File: config.mk
export PLATFORM = sky130hd
export DESIGN_NAME = arb_2m1s
export DESIGN_NICKNAME = d
export VERILOG_FILES = /design/src/rtl/arb_2m1s.sv
export SDC_FILE = /design/constraint.sdc
export NUM_CORES = 1
export LEC_CHECK = 0
export BUFFER_PORTS_ARGS = -buffer_cell sky130_fd_sc_hd__buf_2
export CAP_MARGIN = 20
export CORE_AREA = 2 2 121 123
export CTS_BUF_LIST = sky130_fd_sc_hd__clkbuf_2
export CTS_CLUSTER_DIAMETER = 30
export DETAILED_ROUTE_END_ITERATION = 16
export DIE_AREA = 0 0 123 125
export GPL_TIMING_DRIVEN = 0
export PLACE_DENSITY = 0.49
export SYNTH_ARGS = -nofsm -noshare
export SYNTH_HDL_FRONTEND = slang
export SYNTH_SLANG_ARGS = --single-unit
export TNS_END_PERCENT = 50
File: constraint.sdc
create_clock -name clk_i -period 4.05 [get_ports clk_i]
set_clock_uncertainty 0.2 [all_clocks]
set_input_delay 0.6075 -clock clk_i [delete_from_list [all_inputs] [get_ports clk_i]]
set_output_delay 0.6075 -clock clk_i [all_outputs]
set_load 0.03 [all_outputs]
File: src/rtl/arb_2m1s.sv
// arb_2m1s: merges two MemSplit32 masters (m0 instruction, m1 data) onto one
// downstream port. Round-robin grant, grant held while a request waits for ack,
// and an ID FIFO routing in-order read responses back to the issuing master.
module arb_2m1s #(
  parameter int RESP_DEPTH = 4
) (
  input  logic        clk_i,
  input  logic        rst_n_i,
  // master 0
  input  logic        m0_req,
  output logic        m0_ack,
  input  logic        m0_we,
  input  logic [31:0] m0_addr,
  input  logic [3:0]  m0_be,
  input  logic [31:0] m0_wdata,
  output logic        m0_resp,
  output logic [31:0] m0_rdata,
  // master 1
  input  logic        m1_req,
  output logic        m1_ack,
  input  logic        m1_we,
  input  logic [31:0] m1_addr,
  input  logic [3:0]  m1_be,
  input  logic [31:0] m1_wdata,
  output logic        m1_resp,
  output logic [31:0] m1_rdata,
  // merged slave-side port
  output logic        s_req,
  input  logic        s_ack,
  output logic        s_we,
  output logic [31:0] s_addr,
  output logic [3:0]  s_be,
  output logic [31:0] s_wdata,
  input  logic        s_resp,
  input  logic [31:0] s_rdata,
  output logic        err_o
);
  localparam int PW = (RESP_DEPTH > 1) ? $clog2(RESP_DEPTH) : 1;
  localparam int CW = PW + 1;

  // masters packed so the grant index selects directly
  logic [1:0]       m_req, m_we;
  logic [1:0][31:0] m_addr, m_wdata;
  logic [1:0][3:0]  m_be;

  assign m_req   = {m1_req, m0_req};
  assign m_we    = {m1_we, m0_we};
  assign m_addr  = {m1_addr, m0_addr};
  assign m_wdata = {m1_wdata, m0_wdata};
  assign m_be    = {m1_be, m0_be};

  logic                  rr_last, lock_vld, lock_id, gnt;
  logic [RESP_DEPTH-1:0] id_q;
  logic [PW-1:0]         wr_ptr, rd_ptr;
  logic [CW-1:0]         count;
  logic                  full, issue, accept, push, pop, head_id;

  // grant: held master while locked, else the lone requester, else the one not served last
  always_comb begin
    gnt = ~rr_last;
    if (lock_vld)           gnt = lock_id;
    else if (m_req == 2'b01) gnt = 1'b0;
    else if (m_req == 2'b10) gnt = 1'b1;
  end

  // full uses the registered count only, so a same-cycle pop never unblocks a read
  assign full    = (count == CW'(RESP_DEPTH));
  assign issue   = rst_n_i && m_req[gnt] && !(!m_we[gnt] && full);
  assign accept  = issue && s_ack;
  assign push    = accept && !m_we[gnt];
  assign pop     = rst_n_i && s_resp && (count != '0);
  assign head_id = id_q[rd_ptr];

  assign s_req   = issue;
  assign s_we    = issue && m_we[gnt];
  assign s_addr  = issue ? m_addr[gnt]  : '0;
  assign s_be    = issue ? m_be[gnt]    : '0;
  assign s_wdata = issue ? m_wdata[gnt] : '0;
  assign m0_ack  = accept && !gnt;
  assign m1_ack  = accept && gnt;

  assign m0_resp  = pop && !head_id;
  assign m1_resp  = pop && head_id;
  assign m0_rdata = m0_resp ? s_rdata : '0;
  assign m1_rdata = m1_resp ? s_rdata : '0;

  // round-robin history and grant lock while the slave stalls
  always_ff @(posedge clk_i or negedge rst_n_i) begin
    if (!rst_n_i) begin
      rr_last  <= 1'b1;
      lock_vld <= 1'b0;
      lock_id  <= 1'b0;
    end else if (accept) begin
      rr_last  <= gnt;
      lock_vld <= 1'b0;
    end else if (issue) begin
      lock_vld <= 1'b1;
      lock_id  <= gnt;
    end
  end

  // ID FIFO: one entry per outstanding read, popped in order by responses
  always_ff @(posedge clk_i or negedge rst_n_i) begin
    if (!rst_n_i) begin
      id_q   <= '0;
      wr_ptr <= '0;
      rd_ptr <= '0;
      count  <= '0;
    end else begin
      if (push) begin
        id_q[wr_ptr] <= gnt;
        wr_ptr       <= wr_ptr + PW'(1);
      end
      if (pop) rd_ptr <= rd_ptr + PW'(1);
      case ({push, pop})
        2'b10:   count <= count + CW'(1);
        2'b01:   count <= count - CW'(1);
        default: count <= count;
      endcase
    end
  end

  // sticky error on a response with nothing outstanding
  always_ff @(posedge clk_i or negedge rst_n_i) begin
    if (!rst_n_i)                      err_o <= 1'b0;
    else if (s_resp && count == '0)    err_o <= 1'b1;
  end
endmodule

==> qor.txt <==
Status -> complete, no violations
FF+latch count, synth -> 15
Vias/cell -> 4.12
Crit-path max FO -> 10
Critical Path, Cell by Cell -> buf_2, nor2b_1, nor2_1, o31a_1, clkbuf_1, clkbuf_1, nand2_1, a21oi_1, buf_2
Switch share -> 63.9%
CTS buffer count -> 3
Max IR drop VDD -> 0.000199 V
Mapped Area -> 2360 um^2
I/O Pins -> 315
Hold WS -> 29.0 ps
Post-route ant nets -> 0
Final Wtd Congestion -> 0.792
Synth async-reset ratio -> 100%
Final #Nets -> 889
# rows -> 44
Worst slew pin tran -> 716 ps
Buffers and inverters on the worst path -> 4
Headroom to the max-slew limit -> 52.0%
DRT iter0 DRCs -> 154
Placed cell areas -> 4160 um^2
Layout area overhead -> 77.1%
Post-CTS sizing -> 0
First-pass GRT wire length -> 17.1 mm
Non-filler instance count after layout -> 890
Placed cells -> 886
R2r setup slk -> 1140 ps
Clock Power Share -> 2.6%
Vias -> 3671
Total Neg Setup Slack -> 0 ps
Maximum clock rate -> 288 MHz
WL/cell -> 13.6 um
Top post-synthesis cells by area -> nand2_1 (22%), dfrtp_1 (15%), a21oi_1 (14%)
Worst Hold Class -> in2async
PortBufs -> 314
Final setup fails -> 0
CP max stage cell -> clkbuf_1
CP endpoint kind -> primary output
Clk_lat worst skew -> 270 ps
Post-CTS Setup Inserts -> 0
Fin worst setup slack -> 575 ps
Post-layout min period -> 3470 ps
Critical Path Source Type -> input port
Initial Util -> 16.6%
Post-Syn Nets -> 570
Antenna violations before repair -> 1
Seq pwr share -> 10.7%
H-tree Lvls -> 1
Cell type with the largest total area after synthesis -> nand2_1
Internal power -> 0.959 mW
Worst Path Required -> 3240 ps
Sw power -> 1.70 mW
Sequential area share after synthesis -> 15.9%
Die area -> 15400 um^2
RSZ-0062 raised after global routing -> false
Commonest non-fill, non-tap cell in the layout -> buf_2
Synth warn -> 0
DP HPWL -> 10.1 mm
Root Buffer -> clkbuf_2
Synth top area share -> 21.9%
Drt drc -> 0
CTS sink cnt -> 15
Crit path DAT -> 2670 ps
Vias in the first global route -> 3211
Die W -> 123 um
Leak -> 2.64 nW
Max-slew violation count -> 0
GRT Util Overall -> 14.0%
Clock Path Buffers -> 2
Pwr Density -> 635 nW/um^2
N_diodes -> 0
Largest net degree at the start of global routing -> 18
Core area -> 14200 um^2
Hold Buf Count CTS -> 0
Final period util -> 85.8%
Final Cell Area -> 4180 um^2
Largest stage delay, worst path -> 430 ps
Max-cap violations -> 0
Final Power -> 2.66 mW
Post-synth EDFFs -> 0
First-pass DRT Iterations -> 4
Main synth FF type -> dfrtp_1
Final Hold Viols -> 0
Fraction of layout cells with a size suffix above 1 -> 47.9%
Cell family with most CP delay -> buffers and inverters
Place WS -> 400 ps
Synth Area per Inst -> 6.09 um^2
Commonest non-fill, non-tap cells in the layout -> buf_2 (315), nand2_1 (138), a21oi_1 (68), and3_1 (38), and2_1 (34)
Die Span Y -> 125 um
Cell count after synthesis -> 388
DRT Wirelength -> 12.1 mm
Gate power share -> 86.6%
Distinct cell type count after synthesis -> 39
Final Core Density -> 29.5%
Crit path kind -> in2out
CTS tree -> yes
Total grt overflow -> 0
Clock transition at the registers of the reported paths -> 140 ps
-- flip-flops by register name (all words and copies together) (netlist names) --
signal and cells:
lock_vld 1, err_o 1, id_q 4, lock_id 1
wr_ptr 2, count 3, rd_ptr 2, rr_last 1
-- cell usage after synthesis (all sizes together), types with 4 or more instances --
master	count
nor3	4
xnor2	4
clkbuf	24
buf	9
and3	38
ha	5
inv	11
mux2	5
dfrtp	14
and2	34
nor2	5
a21oi	69
nand2	138
-- cells by family (layout without fill, tap and decap cells) --
family	count (synthesis)	after routing	synth area share, %
AO/OA/AOI/OAI	83	83	20.1
XOR/XNOR	6	6	2.22
adder cells (fa/ha/maj)	6	6	3.50
buffers and inverters	44	362	9.59
flip-flops	15	15	15.9
multiplexers	8	8	4.18
AND/OR/NAND/NOR	226	226	44.5
-- final timing paths --
kind | startpoint | endpoint | cells after the start
hold / removal | rst_n_i | wr_ptr[0]$_DFFE_PN0P_ | 1
min in group clk_i | rd_ptr[1]$_DFFE_PN0P_ | rd_ptr[1]$_DFFE_PN0P_ | 1
hold reg to reg | rd_ptr[1]$_DFFE_PN0P_ | rd_ptr[1]$_DFFE_PN0P_ | 1
setup / recovery | m0_req | s_addr[10] | 9
max in group asynchronous | rst_n_i | rr_last$_DFFE_PN1N_ | 1
setup reg to reg | lock_vld$_DFFE_PN0P_ | count[2]$_DFFE_PN0P_ | 12
-- metal layers --
layer	routed length, um	vias to the layer above	global-route usage (%)
met5	0	-	0
li1	-	1915	-
met2	6150	130	26.0
met4	0	0	1.20
met3	765	0	1.78
met1	5200	1626	17.6
-- area by class of cell --
type,instances,area (um^2)
multi-input cells,329,1760
fillers,1636,10000
inverters,11,41.3
well taps,184,230
plain buffers,33,185
clock buffers,4,20.0
flip-flops and latches,15,377
repair buffers,314,1570
-- power groups by stage --
stage,clock network [mW],logic [mW],registers (mW)
floorplan,0,1.63,0.283
global placement,0,2.33,0.291
detailed placement,0,2.33,0.292
CTS,0.0751,2.34,0.288
global route,0.0821,2.53,0.299
finish,0.0704,2.30,0.286
Power figures use the tool's default switching activity.
